File: src/rtl/uart_pkg.sv
// Shared definitions for the parametrised UART blocks.
// Holds the receiver FSM state encoding, the parity mode constants and
// the parity check used when the parity bit is sampled.
package uart_pkg;

    localparam logic [1:0] PARITY_NONE = 2'd0;
    localparam logic [1:0] PARITY_EVEN = 2'd1;
    localparam logic [1:0] PARITY_ODD  = 2'd2;

    typedef enum logic [2:0] {
        ST_IDLE,
        ST_START,
        ST_DATA,
        ST_PARITY,
        ST_STOP,
        ST_BREAK
    } rx_state_t;

    // Data is zero-extended to 9 bits; the padding zeros do not change the XOR.
    function automatic logic parity_error(input logic [1:0] mode,
                                          input logic [8:0] data,
                                          input logic       pbit);
        case (mode)
            PARITY_EVEN: return ^{data, pbit};
            PARITY_ODD:  return ~^{data, pbit};
            default:     return 1'b0;
        endcase
    endfunction

endpackage

File: src/rtl/uart_sync.sv
// Multi-flop synchroniser for an asynchronous level input, presets to 1 (idle line).
// Latency: STAGES clk cycles from d to q.
// Backpressure: none, free-running every cycle.
// Ports: clk/rst (async active-high), d async input, q synchronised output.
module uart_sync #(
    parameter int STAGES = 2
) (
    input  logic clk,
    input  logic rst,
    input  logic d,
    output logic q
);

    logic [STAGES-1:0] sync_q;

    always_ff @(posedge clk or posedge rst) begin
        if (rst) begin
            sync_q <= '1;
        end else begin
            sync_q <= {sync_q[STAGES-2:0], d};
        end
    end

    assign q = sync_q[STAGES-1];

endmodule

File: src/rtl/uart_rx_param.sv
// Parametrised UART receiver with ready/valid output register and error flags.
// Latency: rx_valid rises the cycle after the final stop-bit sample.
// Backpressure: one held word; a frame completing while it is unaccepted is dropped and sets overrun_err.
// Ports: clk, rst (async active-high), rx serial in; rx_data/rx_valid/rx_ready output handshake;
//        parity_err/frame_err describe the held word; overrun_err sticky, cleared by clr_err; busy = not IDLE.
module uart_rx_param #(
    parameter int CLKS_PER_BIT = 5210,
    parameter int DATA_BITS    = 8,
    parameter int PARITY_MODE  = 1,
    parameter int STOP_BITS    = 1,
    parameter int SYNC_STAGES  = 2
) (
    input  logic                 clk,
    input  logic                 rst,
    input  logic                 rx,
    output logic [DATA_BITS-1:0] rx_data,
    output logic                 rx_valid,
    input  logic                 rx_ready,
    output logic                 parity_err,
    output logic                 frame_err,
    output logic                 overrun_err,
    input  logic                 clr_err,
    output logic                 busy
);

    import uart_pkg::*;

    localparam int TW = $clog2(CLKS_PER_BIT);
    localparam int BW = 4;
    localparam logic [TW-1:0] TICK_HALF = TW'(CLKS_PER_BIT / 2);
    localparam logic [TW-1:0] TICK_LAST = TW'(CLKS_PER_BIT - 1);
    localparam logic [BW-1:0] DATA_LAST = BW'(DATA_BITS - 1);
    localparam logic [BW-1:0] STOP_LAST = BW'(STOP_BITS - 1);
    localparam logic [1:0]    PMODE     = 2'(PARITY_MODE);

    logic                 rx_s;
    logic                 rx_prev;
    rx_state_t            state, state_nxt;
    logic [TW-1:0]        tick;
    logic [BW-1:0]        bit_cnt;
    logic [DATA_BITS-1:0] shreg;
    logic                 par_err_q;
    logic                 frm_err_q;
    logic                 expire;
    logic                 deliver;
    logic                 frm_err_now;

    uart_sync #(.STAGES(SYNC_STAGES)) u_sync (
        .clk (clk),
        .rst (rst),
        .d   (rx),
        .q   (rx_s)
    );

    // The tick counter counts up from CLKS_PER_BIT/2 after the falling edge and
    // wraps at CLKS_PER_BIT-1; each wrap is one sample point, so samples stay
    // exactly one bit period apart.
    assign expire      = (tick == TICK_LAST);
    // Include the stop sample currently being taken.
    assign frm_err_now = frm_err_q | ~rx_s;
    assign busy        = (state != ST_IDLE);

    always_ff @(posedge clk or posedge rst) begin
        if (rst) begin
            state <= ST_IDLE;
        end else begin
            state <= state_nxt;
        end
    end

    always_comb begin
        state_nxt = state;
        deliver   = 1'b0;
        case (state)
            ST_IDLE: begin
                if (rx_prev && !rx_s) state_nxt = ST_START;
            end
            ST_START: begin
                if (expire) state_nxt = rx_s ? ST_IDLE : ST_DATA;
            end
            ST_DATA: begin
                if (expire && bit_cnt == DATA_LAST)
                    state_nxt = (PMODE != PARITY_NONE) ? ST_PARITY : ST_STOP;
            end
            ST_PARITY: begin
                if (expire) state_nxt = ST_STOP;
            end
            ST_STOP: begin
                if (expire && bit_cnt == STOP_LAST) begin
                    deliver   = 1'b1;
                    // A low final stop sample is itself a frame error, so a
                    // still-low line means a break: wait for it to go high.
                    state_nxt = rx_s ? ST_IDLE : ST_BREAK;
                end
            end
            ST_BREAK: begin
                if (rx_s) state_nxt = ST_IDLE;
            end
            default: state_nxt = ST_IDLE;
        endcase
    end

    always_ff @(posedge clk or posedge rst) begin
        if (rst) begin
            rx_prev   <= 1'b1;
            tick      <= '0;
            bit_cnt   <= '0;
            shreg     <= '0;
            par_err_q <= 1'b0;
            frm_err_q <= 1'b0;
        end else begin
            rx_prev <= rx_s;
            if (state == ST_IDLE) begin
                tick      <= TICK_HALF;
                bit_cnt   <= '0;
                par_err_q <= 1'b0;
                frm_err_q <= 1'b0;
            end else begin
                tick <= expire ? '0 : tick + 1'b1;
                if (expire) begin
                    case (state)
                        ST_DATA: begin
                            shreg   <= {rx_s, shreg[DATA_BITS-1:1]};
                            bit_cnt <= (bit_cnt == DATA_LAST) ? '0 : bit_cnt + 1'b1;
                        end
                        ST_PARITY: par_err_q <= parity_error(PMODE, 9'(shreg), rx_s);
                        ST_STOP: begin
                            if (!rx_s) frm_err_q <= 1'b1;
                            bit_cnt <= bit_cnt + 1'b1;
                        end
                        default: ;
                    endcase
                end
            end
        end
    end

    // Output register: a new frame loads when the slot is empty or is being
    // emptied on this same edge; otherwise it is dropped as an overrun.
    always_ff @(posedge clk or posedge rst) begin
        if (rst) begin
            rx_data     <= '0;
            rx_valid    <= 1'b0;
            parity_err  <= 1'b0;
            frame_err   <= 1'b0;
            overrun_err <= 1'b0;
        end else begin
            if (deliver && (!rx_valid || rx_ready)) begin
                rx_data    <= shreg;
                parity_err <= par_err_q;
                frame_err  <= frm_err_now;
                rx_valid   <= 1'b1;
            end else if (rx_valid && rx_ready) begin
                rx_valid <= 1'b0;
            end

            if (deliver && rx_valid && !rx_ready) begin
                overrun_err <= 1'b1;
            end else if (clr_err) begin
                overrun_err <= 1'b0;
            end
        end
    end

endmodule

File: config.mk
export PLATFORM = sky130hd
export DESIGN_NAME = uart_rx_param
export DESIGN_NICKNAME = d
export VERILOG_FILES = /design/src/rtl/uart_pkg.sv /design/src/rtl/uart_sync.sv /design/src/rtl/uart_rx_param.sv
export SDC_FILE = /design/constraint.sdc
export NUM_CORES = 1
export LEC_CHECK = 0
export CAP_MARGIN = 40
export CORE_MARGIN = 2
export CORE_UTILIZATION = 52
export DETAILED_ROUTE_END_ITERATION = 6
export PLACE_DENSITY = 0.75
export SLEW_MARGIN = 30
export SYNTH_ARGS = -nofsm -noshare
export SYNTH_HDL_FRONTEND = slang
export SYNTH_SLANG_ARGS = --single-unit
File: constraint.sdc
create_clock -name clk -period 2.03 [get_ports clk]
set_input_delay 0.406 -clock clk [delete_from_list [all_inputs] [get_ports clk]]
set_output_delay 0.406 -clock clk [all_outputs]
set_load 0.02 [all_outputs]
Yosys cells after proc, flatten, opt, wreduce, memory -nomap -nowiden
Cells that the tools add are included.
- register bits after elaboration: 45
- bits of input ports: 5
- output and inout port bits: 13
- add/sub/neg operators: 2
- equal/unequal tests: 14
- muxes and demuxes: 28
- bitwise gates (word level): 3
- reduce and logical (&&, ||, !) cells: 26
- operator list (kind ; number):
    $mux W13 ; 2
    $mux W3 ; 7
    $pmux W3 S6 ; 1
    $add A13 B1 Y13 const B ; 1
    $eq A13 B13 Y1 const B ; 1
    $mux W1 ; 13
    $mux W4 ; 3
    $ne A2 B2 Y1 const B ; 6
    $reduce_bool A2 Y1 ; 5
    $reduce_xor A10 Y1 ; 1
    $pmux W4 S2 ; 1
    $logic_and A1 B1 Y1 ; 7
    $eq A3 B2 Y1 const B ; 2
    $eq A3 B3 Y1 const B ; 2
    $reduce_and A3 Y1 ; 2
    $reduce_and A6 Y1 ; 1
    $reduce_bool A3 Y1 ; 2
    $add A4 B1 Y4 const B ; 1
    $eq A4 B3 Y1 const B ; 1
    $logic_not A4 Y1 ; 1
    $reduce_and A2 Y1 ; 2
    $eq A3 B1 Y1 const B ; 1
    $logic_not A1 Y1 ; 3
    $logic_not A3 Y1 ; 1
    5 further kinds ; 6

Longest topological paths before layout
- depth after elaboration: 7
- mapped depth: 7
- gate-level depth less buffers: 6

By module
From an unflattened synthesis, not the netlist that was laid out.
- cell total of the unflattened synthesis: 194
- area total of the unflattened synthesis: 2228.4 sq um
- by module, submodules not included (module ; times used ; cells an instance ; area an instance (sq um) ; seq. area each (sq um)):
    uart_rx_param ; 1 ; 191 ; 2172.1 ; 1077.3
    uart_sync ; 1 ; 3 ; 56.3 ; 52.6

Least setup slack after synthesis
Ideal clock, no wire load.
- path type: register -> register
- from: register tick[1]
- to: register parity_err
- library setup time: 125 ps
- arrival: 1972 ps
- required time: 1905 ps
- setup slack: -67 ps
- cell stages (with the launch flop): 8
- path buffers: 1
- path through: dfrtp_1 > inv_1 > ha_1 > or4bb_1 > nor3_4 > and3_1 > buf_6 > mux2_4
- longest elaborated chain between the ends: 5
- RTL lines (what ; RTL line ; RTL):
    start: declaration ; uart_rx_param.sv:39 ; logic [TW-1:0] tick;
    start signal: assignment ; uart_rx_param.sv:119 ; tick <= expire ? '0 : tick + 1'b1;
    $eq A13 B13 Y1 ; uart_rx_param.sv:58 ; assign expire = (tick == TICK_LAST);
    $logic_and A1 B1 Y1 ; uart_rx_param.sv:89 ; if (expire && bit_cnt == STOP_LAST) begin
    $mux W1 ; uart_rx_param.sv:89 ;
    $mux W1 ; uart_rx_param.sv:74 ; case (state)
    $logic_and A1 B1 Y1 ; uart_rx_param.sv:148 ; if (deliver && (!rx_valid || rx_ready)) begin
    end signal: assignment ; uart_rx_param.sv:150 ; parity_err <= par_err_q;
    end: declaration ; uart_rx_param.sv:19 ; output logic parity_err,
No other way between the ends.
A chain may end at the register's enable or synchronous reset.

Worst setup path after layout
- from: register tick[1]
- to: register rx_data[5]
- longest elaborated chain between the ends: 5
- RTL lines (what ; RTL line ; RTL):
    $eq A13 B13 Y1 ; uart_rx_param.sv:58 ;
    $logic_and A1 B1 Y1 ; uart_rx_param.sv:89 ;
    $mux W1 ; uart_rx_param.sv:89 ;
    $mux W1 ; uart_rx_param.sv:74 ;
    $logic_and A1 B1 Y1 ; uart_rx_param.sv:148 ;
    end signal: assignment ; uart_rx_param.sv:149 ; rx_data <= shreg;
    end: declaration ; uart_rx_param.sv:16 ; output logic [DATA_BITS-1:0] rx_data,
No other way between the ends.

==> summary.md <==
The adder and majority gate portion of the synthesized area came out at 0.02235. The compound-gate portion of the synthesized area was 0.09385. In this run the core area contains 23 standard-cell rows.

The worst setup path is of the reg -> reg kind. The startpoint identified for the worst register-to-register timing path is tick[1]. The synthesized flop and latch total works out to 45. The part of the cycle the worst path needs works out to 1.004. The number of nets in the final layout is 243. For this design, the slowest cell found on the critical path is sky130_fd_sc_hd__or4bb_4.

The cell chosen for the clock root is sky130_fd_sc_hd__clkbuf_8. The floorplan step defined a die boundary enclosing 4848 um2. The first TritonRoute pass finished after 4 iterations.

Along the worst path, the maximum fanout reaches 10. The initial antenna violation count was 0; the hold-fix buffer count after cts was 0. For the worst setup path, the data required time is 2.21 ns.

The fraction of layout instances using a drive strength above 1 is 0.2000, and the buffers plus inverters on the worst setup path is 2. The actual slew at the worst max-slew pin was 0.3980 ns; the placer's final routability congestion estimate was 0.7918. The worst hold path belongs to the class reg -> reg. Count of max-cap constraint violations: 0. The tools report the element type at the critical path start as a register. The number of failing setup endpoints in the final timing report is 5. On the final layout, the worst clock skew is 0.006797 ns. The first global-routing pass estimated 7.638 mm of wire. The netlist area before placement was 2240 um2. 18 I/O pins were placed. Dividing the detail-routed wire length by the instance count gives 15.42 um. The checks that failed: negative setup slack. The final critical path time including I/O delays and setup is 2.038 ns, and the fill cell instance count of the final layout is 325. The worst slew slack as a fraction of its limit was 0.7322. Entering global routing, the biggest net connects 46 pins. The tools report the launching element of the worst setup path as tick[1]. TritonCTS built the clock tree. The total clock sinks is 45. Measured along the y axis, the die boundary spans 69.63 um. Registers take 1130 um2. Synthesis handed over a netlist of 199 instances.

Detailed placement HPWL: 3.150 mm. For this run, design rule violations remaining after detail routing come to 0. Total of buffers placed on input and output ports: 17. The later pin in the worst-skew pair is clocked with a latency of 0.30 ns.

The simple-gate area share of the yosys netlist was 0.1693. In this run the remaining antenna-violating nets after routing total 0. Setup repair after global routing could not meet its margin everywhere. The run finished, with violations left. The setup slack after layout was -0.007837 ns. Yosys warning count: 0. The via count of the first global-routing pass was 1607; the average instance area after synthesis was 11.25 um2. The number of pins with negative max-slew slack in the final report was 0. The tools report the number of hold-slack violations in the final timing report as 0. On the critical path the largest part of the delay comes from simple AND/OR/NAND/NOR gates.

The total power per unit cell area was 825.8 nW/um2. The post-CTS repair timing setup buffer count is 0, and the total clock buffers created by CTS is 5. The maximum number of buffers from clock root to sink is 2, and the overflow left after global routing is 0. Summing all non-filler instances in the final layout gives an area of 2711 um2. The run gives 0.5045 as the register area share after synthesis.

Static timing analysis puts the maximum clock frequency at 490.7 MHz. After synthesis, the largest family of logic cells by area is simple AND/OR/NAND/NOR gates. After detailed placement, the total cell area comes to 2610 um2. Number of vias per cell after detailed routing: 5.600. Yosys mapped a number of flops with a built-in enable equal to 0. Data on the critical path arrives at its endpoint at 2.22 ns.

After clock tree synthesis, the clock-pin slew on the worst setup and hold paths is 0.08 ns. The global-route total usage across every layer came out at 0.1985. Xor/xnor share of the synthesized area: 0.06872. The count of distinct cell types in the synthesized netlist was 44. When the netlist entered floorplanning its net count stood at 208.

The element type at the critical path end is a register. Share of async-settable or async-resettable flops after synthesis: 1.000. Hold is met by 0.3576 ns. The number of inserted diodes is 0. In this design, the stage delay of the slowest critical-path cell is 0.48 ns. The starting DRC count in detailed routing was 96. Hold path startpoint: u_sync.sync_q[0]. The final layout contains routed wiring with a total length of 4.394 mm. The floorplan die width is 69.63 um, and the leakage component of the power is 1.177 nW.

The area of combinational cells with multiple inputs is 1039 um2. The region available for standard cell placement spans 4086 um2. The level count of the clock H-tree was 2; the overall via count from detail_route was 1596. The area growth from synthesis to layout is 21.06%. Walking the worst path, the cells encountered are inv_1 > ha_1 > or4bb_4 > nor3_4 > and3_4 > buf_12 > mux2_4.

In the synthesized netlist the dominant register cell turns out to be sky130_fd_sc_hd__dfrtp_1. The initial cell density of the core came out at 0.5481. The mux contribution to synthesized area came out at 0.1006. The worst-case IR drop observed on VDD is 446.5 uV.
## power by group
part           leakage, nW  switching, mW  total [mW]  internal [mW]
clock network       0.0450          0.298       0.537          0.239
logic                0.548          0.358       0.620          0.261
registers            0.584         0.0964        1.08          0.986
total                 1.18          0.752        2.24           1.49
## logic make-up (layout without fill, tap and decap cells)
| kind of cell | after synthesis | after routing |
|---|---|---|
| fa+ha+maj | 4 | 4 |
| simple gates | 63 | 63 |
| flops | 45 | 45 |
| buf+inv | 20 | 56 |
| compound gates | 34 | 34 |
| mux | 17 | 17 |
| xor+xnor | 16 | 16 |
## layout make-up
cell class                 instances  share of cell area
inverter                          12             0.01661
clock buffer                       6             0.02677
tap                               50             0.02307
timing repair buffer              36              0.1301
multi-input combinational        134              0.3830
sequential                        45              0.4167
clock inverter                     2            0.003692
## cells in the final DEF (no fill, tap or decap), types with 3 or more instances in the layout
| cell type | instances |
|---|---|
| sky130_fd_sc_hd__a21oi_1 | 5 |
| sky130_fd_sc_hd__a31oi_1 | 5 |
| sky130_fd_sc_hd__buf_12 | 3 |
| sky130_fd_sc_hd__buf_4 | 16 |
| sky130_fd_sc_hd__clkbuf_8 | 5 |
| sky130_fd_sc_hd__clkdlybuf4s50_1 | 16 |
| sky130_fd_sc_hd__dfrtp_1 | 42 |
| sky130_fd_sc_hd__dfstp_2 | 3 |
| sky130_fd_sc_hd__ha_1 | 4 |
| sky130_fd_sc_hd__inv_1 | 11 |
| sky130_fd_sc_hd__mux2_1 | 8 |
| sky130_fd_sc_hd__mux2_4 | 9 |
| sky130_fd_sc_hd__nand2_1 | 12 |
| sky130_fd_sc_hd__nand3_1 | 10 |
| sky130_fd_sc_hd__nor2_1 | 11 |
| sky130_fd_sc_hd__nor3_1 | 3 |
| sky130_fd_sc_hd__nor4_1 | 6 |
| sky130_fd_sc_hd__o21ai_0 | 11 |
| sky130_fd_sc_hd__or3_1 | 3 |
| sky130_fd_sc_hd__xnor2_1 | 12 |
| sky130_fd_sc_hd__xor2_1 | 3 |
## synth_stat cells, types with 3 or more instances
| library cell | instances | area, um2 |
|---|---|---|
| sky130_fd_sc_hd__dfrtp_1 | 42 | 1051 |
| sky130_fd_sc_hd__inv_1 | 12 | 45.04 |
| sky130_fd_sc_hd__nand2_1 | 12 | 45.04 |
| sky130_fd_sc_hd__xnor2_1 | 12 | 105.1 |
| sky130_fd_sc_hd__nor2_1 | 11 | 41.29 |
| sky130_fd_sc_hd__o21ai_0 | 11 | 55.05 |
| sky130_fd_sc_hd__nand3_1 | 10 | 50.05 |
| sky130_fd_sc_hd__mux2_4 | 9 | 135.1 |
| sky130_fd_sc_hd__mux2_1 | 8 | 90.09 |
| sky130_fd_sc_hd__nor4_1 | 6 | 37.54 |
| sky130_fd_sc_hd__a21oi_1 | 5 | 25.02 |
| sky130_fd_sc_hd__a31oi_1 | 5 | 31.28 |
| sky130_fd_sc_hd__clkbuf_1 | 5 | 18.77 |
| sky130_fd_sc_hd__ha_1 | 4 | 50.05 |
| sky130_fd_sc_hd__nor3_1 | 4 | 20.02 |
| sky130_fd_sc_hd__dfstp_2 | 3 | 78.83 |
| sky130_fd_sc_hd__or3_1 | 3 | 18.77 |
| sky130_fd_sc_hd__xor2_1 | 3 | 26.28 |
## per-stage QoR
step,setup TNS [ns],setup slack (ns),total power [mW],std cells,util
finish,-0.01856,-0.007837,2.239,285,0.6635
global route,-1.040,-0.08714,2.379,285,0.6635
CTS,-0.1329,-0.02372,2.253,285,0.6629
detailed placement,-0.3326,-0.03638,1.710,277,0.6387
global placement,0,0.04503,1.687,277,0.6387
floorplan,0,0.02231,1.479,199,-
## sequential cells by signal, summed over array words and instances, names as in the netlist
name / count
parity_err: 1
rx_prev: 1
frame_err: 1
state: 3
frm_err_q: 1
shreg: 8
rx_valid: 1
par_err_q: 1
bit_cnt: 4
tick: 13
rx_data: 8
overrun_err: 1
u_sync.sync_q: 2
## timing repair
| action | CTS | global route |
|---|---|---|
| endpoints found under the setup margin | 18 | 19 |
| resized for setup | 3 | 1 |
| pin swaps | 1 | 0 |
## routing by layer
layer	vias up	routed length [um]	track usage
met3	4	183	0.05087
li1	777	-	-
met1	781	2058	0.2769
met5	-	0	0
met2	34	2101	0.3002
met4	0	51	0.07265
## worst paths after layout
kind	slack, ns	end	depth (start not counted)
setup reg to reg	-0.008	rx_data[5]	7
setup / recovery	-0.008	rx_data[5]	7
max in group asynchronous	1.31	rx_prev	3
hold reg to reg	0.36	u_sync.sync_q[1]	0
hold / removal	0.36	u_sync.sync_q[1]	0
min in group asynchronous	0.45	tick[5]	3
(Power assumes the default switching activity.)
